===== src/rtl/game_pkg.sv =====
// Shared definitions for the jump game: scheduler FSM states, pixel colours and
// the geometry of the wall field and the dude sprite.
package game_pkg;

  localparam int FIELD_W = 120;
  localparam int FIELD_H = 100;
  localparam int X_OFF   = 20;
  localparam int Y_OFF   = 10;
  localparam int SPR_W   = 4;
  localparam int SPR_H   = 6;

  localparam logic [2:0] COL_WALL  = 3'b111;
  localparam logic [2:0] COL_EMPTY = 3'b000;
  localparam logic [2:0] COL_DUDE  = 3'b100;

  typedef enum logic [2:0] {
    S_IDLE      = 3'd0,
    S_STEP      = 3'd1,
    S_WALL_ADDR = 3'd2,
    S_WALL_CAP  = 3'd3,
    S_WALL_PX   = 3'd4,
    S_SPR       = 3'd5,
    S_DONE      = 3'd6
  } sched_state_e;

endpackage


===== src/rtl/frame_scheduler_if.sv =====
// Scheduler-side bundle: datapath step handshake, wall store read port, sprite
// position, VGA pixel-write port and status. FRAME_SCHED_OVERRUN_CNT_EN adds overruns.
interface frame_scheduler_if;
  import game_pkg::*;

  // step_req is raised by the scheduler and held until step_ack is sampled high
  // on a rising clk edge; step_req drops the cycle after. step_ack may stall forever.
  logic               step_req;
  logic               step_ack;
  logic [6:0]         wall_rd_col;
  logic [FIELD_H-1:0] wall_rd_data;
  logic [6:0]         spr_x;
  logic [7:0]         spr_y;
  logic               plot;
  logic [7:0]         x;
  logic [6:0]         y;
  logic [2:0]         colour;
  logic               frame_done;
  logic               busy;
  sched_state_e       dbg_state;
`ifdef FRAME_SCHED_OVERRUN_CNT_EN
  logic [7:0]         overruns;
`endif

  modport master (
    output step_req, wall_rd_col, plot, x, y, colour, frame_done, busy, dbg_state,
`ifdef FRAME_SCHED_OVERRUN_CNT_EN
    output overruns,
`endif
    input  step_ack, wall_rd_data, spr_x, spr_y
  );

  modport slave (
    input  step_req, wall_rd_col, plot, x, y, colour, frame_done, busy, dbg_state,
`ifdef FRAME_SCHED_OVERRUN_CNT_EN
    input  overruns,
`endif
    output step_ack, wall_rd_data, spr_x, spr_y
  );

endinterface


===== src/rtl/frame_scheduler_tick_divider.sv =====
// Game tick generator: counts 0..TICK_DIV-1 while enabled, pulses tick on the
// wrap cycle, and holds at zero while disabled.
module tick_divider #(
  parameter int unsigned TICK_DIV = 833333
) (
  input  logic clk,
  input  logic reset_n,
  input  logic en,
  output logic tick
);
  localparam int CW = (TICK_DIV > 1) ? $clog2(TICK_DIV) : 1;
  localparam logic [CW-1:0] LAST = CW'(TICK_DIV - 1);

  logic [CW-1:0] cnt_q, cnt_d;

  always_comb begin
    tick  = en && (cnt_q == LAST);
    cnt_d = cnt_q + 1'b1;
    if (!en || tick) cnt_d = '0;
  end

  always_ff @(posedge clk) begin
    if (!reset_n) cnt_q <= '0;
    else          cnt_q <= cnt_d;
  end

endmodule


===== src/rtl/frame_scheduler.sv =====
// Game-tick / redraw sequencer: one datapath step per tick, then a column-wise wall
// redraw plus sprite. FRAME_SCHED_OVERRUN_CNT_EN adds a saturating dropped-tick count.
module frame_scheduler
  import game_pkg::*;
#(
  parameter int unsigned TICK_DIV = 833333
) (
  input  logic              clk,
  input  logic              reset_n,
  input  logic              ingame,
  frame_scheduler_if.master sched
);
  sched_state_e       state_q, state_d;
  logic [6:0]         col_q, col_d, row_q, row_d;
  logic [2:0]         i_q, i_d, j_q, j_d;
  logic [6:0]         sx_q, sx_d;
  logic [7:0]         sy_q, sy_d;
  logic [FIELD_H-1:0] buf_q, buf_d;
  logic               tick, row_last, col_last, spr_last;
  logic [8:0]         fld_x, fld_y, sum_x, sum_y;
  logic               step_req, plot, frame_done;
  logic [6:0]         wall_rd_col;
  logic [2:0]         colour;

  tick_divider #(.TICK_DIV(TICK_DIV)) u_tick (
    .clk(clk), .reset_n(reset_n), .en(ingame), .tick(tick)
  );

  assign row_last = (row_q == 7'(FIELD_H - 1));
  assign col_last = (col_q == 7'(FIELD_W - 1));
  assign spr_last = (i_q == 3'(SPR_W - 1)) && (j_q == 3'(SPR_H - 1));
  assign fld_x    = 9'(sx_q) + 9'(i_q);
  assign fld_y    = 9'(sy_q) + 9'(j_q);

  always_ff @(posedge clk) begin
    if (!reset_n) state_q <= S_IDLE;
    else          state_q <= state_d;
  end

  // Ticks arriving outside IDLE are simply lost; ingame low wins over everything.
  always_comb begin
    state_d = state_q;
    case (state_q)
      S_IDLE:      if (tick) state_d = S_STEP;
      S_STEP:      if (sched.step_ack) state_d = S_WALL_ADDR;
      S_WALL_ADDR: state_d = S_WALL_CAP;
      S_WALL_CAP:  state_d = S_WALL_PX;
      S_WALL_PX:   if (row_last) state_d = col_last ? S_SPR : S_WALL_ADDR;
      S_SPR:       if (spr_last) state_d = S_DONE;
      S_DONE:      state_d = S_IDLE;
      default:     state_d = S_IDLE;
    endcase
    if (!ingame) state_d = S_IDLE;
  end

  always_comb begin
    col_d = col_q;
    row_d = row_q;
    i_d   = i_q;
    j_d   = j_q;
    sx_d  = sx_q;
    sy_d  = sy_q;
    buf_d = buf_q;
    case (state_q)
      S_STEP: if (sched.step_ack) begin
        sx_d  = sched.spr_x;
        sy_d  = sched.spr_y;
        col_d = '0;
      end
      S_WALL_CAP: begin
        buf_d = sched.wall_rd_data;
        row_d = '0;
      end
      S_WALL_PX: begin
        if (!row_last)     row_d = row_q + 7'd1;
        else if (col_last) begin
          i_d = '0;
          j_d = '0;
        end else           col_d = col_q + 7'd1;
      end
      S_SPR: begin
        if (j_q == 3'(SPR_H - 1)) begin
          j_d = '0;
          i_d = i_q + 3'd1;
        end else j_d = j_q + 3'd1;
      end
      default: ;
    endcase
  end

  always_ff @(posedge clk) begin
    if (!reset_n) begin
      col_q <= '0;
      row_q <= '0;
      i_q   <= '0;
      j_q   <= '0;
      sx_q  <= '0;
      sy_q  <= '0;
      buf_q <= '0;
    end else begin
      col_q <= col_d;
      row_q <= row_d;
      i_q   <= i_d;
      j_q   <= j_d;
      sx_q  <= sx_d;
      sy_q  <= sy_d;
      buf_q <= buf_d;
    end
  end

  // Sprite pixels outside the field still take their cycle, only plot is masked.
  always_comb begin
    step_req    = 1'b0;
    plot        = 1'b0;
    frame_done  = 1'b0;
    wall_rd_col = '0;
    colour      = COL_EMPTY;
    sum_x       = '0;
    sum_y       = '0;
    case (state_q)
      S_STEP:      step_req    = 1'b1;
      S_WALL_ADDR: wall_rd_col = col_q;
      S_WALL_PX: begin
        plot   = 1'b1;
        sum_x  = 9'(X_OFF) + 9'(col_q);
        sum_y  = 9'(Y_OFF) + 9'(row_q);
        colour = buf_q[row_q] ? COL_WALL : COL_EMPTY;
      end
      S_SPR: begin
        plot   = (fld_x < 9'(FIELD_W)) && (fld_y < 9'(FIELD_H));
        sum_x  = 9'(X_OFF) + fld_x;
        sum_y  = 9'(Y_OFF) + fld_y;
        colour = COL_DUDE;
      end
      S_DONE:      frame_done  = 1'b1;
      default: ;
    endcase
  end

  assign sched.step_req    = step_req;
  assign sched.plot        = plot;
  assign sched.x           = sum_x[7:0];
  assign sched.y           = sum_y[6:0];
  assign sched.colour      = colour;
  assign sched.wall_rd_col = wall_rd_col;
  assign sched.frame_done  = frame_done;
  assign sched.busy        = (state_q != S_IDLE);
  assign sched.dbg_state   = state_q;

`ifdef FRAME_SCHED_OVERRUN_CNT_EN
  logic [7:0] ovr_q, ovr_d;

  always_comb begin
    ovr_d = ovr_q;
    if (!ingame) ovr_d = '0;
    else if (tick && (state_q != S_IDLE) && (ovr_q != 8'hFF)) ovr_d = ovr_q + 8'd1;
  end

  always_ff @(posedge clk) begin
    if (!reset_n) ovr_q <= '0;
    else          ovr_q <= ovr_d;
  end

  assign sched.overruns = ovr_q;
`endif

endmodule


===== src/flat_wrapper.sv =====
// flat-port wrapper written by rule: the top's interface ports become plain ports
module frame_scheduler_flat import game_pkg::*;
#(
  parameter int unsigned TICK_DIV = 833333
)
  (clk, reset_n, ingame, sched_step_req, sched_wall_rd_col, sched_plot, sched_x, sched_y, sched_colour, sched_frame_done, sched_busy, sched_dbg_state, sched_step_ack, sched_wall_rd_data, sched_spr_x, sched_spr_y);
  frame_scheduler_if sched_i ();
  input  logic clk;
  input  logic reset_n;
  input  logic ingame;
  output wire logic [$bits(sched_i.step_req)-1:0] sched_step_req;
  output wire logic [$bits(sched_i.wall_rd_col)-1:0] sched_wall_rd_col;
  output wire logic [$bits(sched_i.plot)-1:0] sched_plot;
  output wire logic [$bits(sched_i.x)-1:0] sched_x;
  output wire logic [$bits(sched_i.y)-1:0] sched_y;
  output wire logic [$bits(sched_i.colour)-1:0] sched_colour;
  output wire logic [$bits(sched_i.frame_done)-1:0] sched_frame_done;
  output wire logic [$bits(sched_i.busy)-1:0] sched_busy;
  output wire logic [$bits(sched_i.dbg_state)-1:0] sched_dbg_state;
  input wire logic [$bits(sched_i.step_ack)-1:0] sched_step_ack;
  input wire logic [$bits(sched_i.wall_rd_data)-1:0] sched_wall_rd_data;
  input wire logic [$bits(sched_i.spr_x)-1:0] sched_spr_x;
  input wire logic [$bits(sched_i.spr_y)-1:0] sched_spr_y;
  assign sched_step_req = sched_i.step_req;
  assign sched_wall_rd_col = sched_i.wall_rd_col;
  assign sched_plot = sched_i.plot;
  assign sched_x = sched_i.x;
  assign sched_y = sched_i.y;
  assign sched_colour = sched_i.colour;
  assign sched_frame_done = sched_i.frame_done;
  assign sched_busy = sched_i.busy;
  assign sched_dbg_state = sched_i.dbg_state;
  assign sched_i.step_ack = sched_step_ack;
  assign sched_i.wall_rd_data = sched_wall_rd_data;
  assign sched_i.spr_x = sched_spr_x;
  assign sched_i.spr_y = sched_spr_y;
  frame_scheduler #(.TICK_DIV(TICK_DIV)) u_core (.clk(clk), .reset_n(reset_n), .ingame(ingame), .sched(sched_i));
endmodule

===== config.mk =====
export PLATFORM = sky130hd
export DESIGN_NAME = frame_scheduler_flat
export DESIGN_NICKNAME = d
export VERILOG_FILES = /design/src/rtl/game_pkg.sv /design/src/rtl/frame_scheduler_if.sv /design/src/rtl/frame_scheduler_tick_divider.sv /design/src/rtl/frame_scheduler.sv /design/src/flat_wrapper.sv
export SDC_FILE = /design/constraint.sdc
export NUM_CORES = 1
export LEC_CHECK = 0
export BUFFER_PORTS_ARGS = -buffer_cell sky130_fd_sc_hd__buf_2
export CAP_MARGIN = 20
export CORE_ASPECT_RATIO = 1.25
export CORE_MARGIN = 4
export CORE_UTILIZATION = 51
export DETAILED_ROUTE_END_ITERATION = 6
export GPL_TIMING_DRIVEN = 0
export HOLD_SLACK_MARGIN = 0.03
export PLACE_DENSITY = 0.83
export SETUP_SLACK_MARGIN = 0.5
export SLEW_MARGIN = 20
export SYNTH_ARGS = -nofsm -noshare
export SYNTH_HDL_FRONTEND = slang
export SYNTH_SLANG_ARGS = --single-unit

===== constraint.sdc =====
create_clock -name clk -period 2.6 [get_ports clk]
set_input_delay 0.52 -clock clk [delete_from_list [all_inputs] [get_ports clk]]
set_output_delay 0.52 -clock clk [all_outputs]
set_load 0.02 [all_outputs]

==> reports/metrics.cfg <==
[placed_design]
port_buffers = 149
hpwl_um = 15750
place_ws_ns = -0.2072
placed_area_mm2 = 0.009249
placedCellCount = 1328
gp_congestion = 0.9145

[power]
ir_worst_vdd_mv = 0.3754
p_leak_uw = 0.004097
clock_power_share = 0.494
sw_frac_of_total = 0.2260
powerDensity_mw_per_mm2 = 467.5
p_seq_frac = 0.473
internal-power_uw = 3957
combPwrFrac = 0.032
p_switching_uw = 1156

[setup_path]
critPathCaptureType = output port
worst-path-buf-inv = 2
reg2reg_setup_slack_ns = 0.55
max_stage_delay_ns = 0.46
reg2reg_from = u_core.sched.dbg_state[0]
cp.arrival_ns = 2.84
cp-startpoint = u_core.j_q[0]
cpMaxStageDelayCell = fa_2
critPathKind = reg -> out
worstPathMaxFanout = 4
cp_top_family = compound AO/OA/AOI/OAI gates
crit_chain = ha_4, fa_2, a21oi_2, nor2b_1, xnor2_1, buf_4, o21ai_0, a211o_1, nand2_2, buf_6
cp-start-kind = register
required_ns = 2.08

[timing]
slew_headroom = 0.5485
timing.final.crit_share = 1.293
period_needed_ns = 3.362
finalClockSkew_ns = 0.008152
worst_slew_pin_slew_ns = 0.6773
finalHoldViolCount = 0
hold_slack_ns = 0.3329
grt_setup_unrepaired = true
fmax_mhz = 297.5
setup_viol = 15
slew_viol_final = 0
final.setup.tns_ns = -8.036
finalWorstSetupSlack_ns = -0.7618

[layout]
diodes = 0
final_area_mm2 = 0.01094
final_layout_size_suffix_gt1_frac = 0.3231
layout.nets = 1323
stdcell_count = 1413
syn_to_final_growth_pct = 34.09

[grt]
antenna_found_initial = 0
grt_pass1_vias = 7665
grt_pass1_wl_um = 36150
overflow = 0
grt_max_degree = 17
grt_usage = 0.2503

[synthesis]
synth-edff-count = 0
syn_area_mm2 = 0.008155
avgSynthCellArea_um2 = 8.434
ys.flop_type = dfxtp_1
synth_top_cell_by_area = dfxtp_1
synth_top_area_frac = 0.3878
synthArstFlopShare = 0
synth_cell_type_count = 66
yosys-top-cells-area = dfxtp_1 (39%), nand2_1 (13%), a21boi_0 (11%), mux4_1 (3.5%), mux4_2 (3.3%)
yosysSeqAreaShare = 0.3878
ys_seq_elements = 158
syn_nets = 1102
syn_inst = 967
synth.yosys.warnings = 0

[clock_network]
cts.clk_slew.worst_paths_ns = 0.07
cts_hold_buf = 0
numCtsBuffers = 17
root_buffer = clkbuf_16
cts_tree = yes
cts.path.max_buffers = 2
insertion_delay_ns = 0.42
clkSinkCount = 158
cts_max_level = 4

[route]
drcViolationCount = 0
vias = 7890
wl_per_cell_um = 17.37
final_antenna_net_count = 0
first_pass_iters = 5
viasPerCell = 5.584
drtIter0Drc = 500
totalWireLength_um = 24550

[floorplan]
num_rows = 51
dieHeight_um = 149.4
ioPinCount = 151
die_w_um = 121.1
fp.coreArea_mm2 = 0.01563
initial_core_util = 0.5216
die-area_mm2 = 0.01809

[outcome]
violations = setup timing
status = complete, but fails checks

[flow_run]
cap_viol_max_count = 0

[min_path]
hold_path.class = in -> reg
min_from = sched_wall_rd_data[56]

==> cell families after synthesis <==
kind of cell    after synthesis  share of synthesized area
mux                          48                    0.09942
fa+ha+maj                    16                    0.02639
simple gates                429                     0.2251
xor+xnor                     37                    0.03974
buf+inv                      87                    0.05078
flops                       158                     0.3878
compound gates              192                     0.1708
==> placed cells by master, fill, tap and decap left out, drive strengths merged, types with 4 or more instances in the layout <==
master and instances:
a21boi 117, a21o 4, a21oi 16, a31oi 5, and2 10, and3 10, buf 234, clkbuf 54
clkinv 4, dfxtp 158, ha 14, inv 25, mux2i 24, mux4 23, nand2 282, nand3 18
nand3b 4, nand4 11, nor2 60, nor2b 6, nor3 10, o211ai 5, o21ai 17, or3 4
xnor2 18, xor2 19
==> area by class of cell <==
class / count / area (um^2)
Buffer: 69 / 437.9
Clock buffer: 17 / 425.4
Tap cell: 212 / 265.3
Multi-Input combinational cell: 722 / 4997
Inverter: 18 / 70.07
Fill cell: 1127 / 4698
Clock inverter: 15 / 175.2
Timing Repair Buffer: 202 / 1378
Sequential cell: 158 / 3187
==> worst min-delay path, cell delays in order <==
cell	delay, ns
buf_2	0.09
nand2_1	0.04
a21boi_0	0.06
==> layer usage <==
metal / vias to the layer above / global-route usage / wire, um
met2: 381 / 0.4467 / 12600
met5: - / 0 / 0
li1: 3750 / - / -
met4: 0 / 0.1270 / 1219
met3: 115 / 0.04856 / 1581
met1: 3644 / 0.2819 / 9152
==> power by group through the flow <==
stage / Sequential, uW / Combinational (uW) / Clock (uW)
2_1_floorplan: 2480 / 52.9 / 0
4_1_cts: 2420 / 165 / 2550
6_report: 2420 / 165 / 2530
3_3_place_gp: 2480 / 163 / 0
5_1_grt: 2420 / 180 / 2660
3_5_place_dp: 2480 / 164 / 0
==> cell usage after synthesis (all sizes together), types with 11 or more instances <==
library cell / number
a21boi: 117
a21oi: 16
buf: 30
clkbuf: 39
dfxtp: 158
ha: 14
inv: 18
mux2i: 24
mux4: 23
nand2: 282
nand3: 18
nand4: 11
nor2: 60
o21ai: 17
xnor2: 18
xor2: 19
==> flip-flops by register name (all words and copies together), names as in the netlist <==
register and flops:
u_core.buf_q 100, u_core.u_tick.cnt_q 20, u_core.sy_q 8, u_core.col_q 7, u_core.row_q 7, u_core.sx_q 7, u_core.i_q 3, u_core.j_q 3
u_core.sched.dbg_state 3
==> what timing repair did <==
action	CTS	global route
resized for setup	112	89
buffers inserted	34	19
cloned	0	0
setup endpoints to repair	126	65
pin swaps	35	34
==> final timing paths <==
check                                        end  depth (start not counted)
worst max-delay path                  sched_y[5]                         10
worst min-delay path            u_core.buf_q[56]                          3
worst max register to register  u_core.buf_q[33]                          8
worst min register to register  u_core.buf_q[55]                          2
==> stage by stage <==
step | total power [uW] | utilization
after floorplan | 2530 | -
after global placement | 2641 | 0.5916
after detailed placement | 2641 | 0.5916
after CTS | 5137 | 0.6715
after global routing | 5261 | 0.6995
final | 5112 | 0.6995
Power figures use the tool's default switching activity.
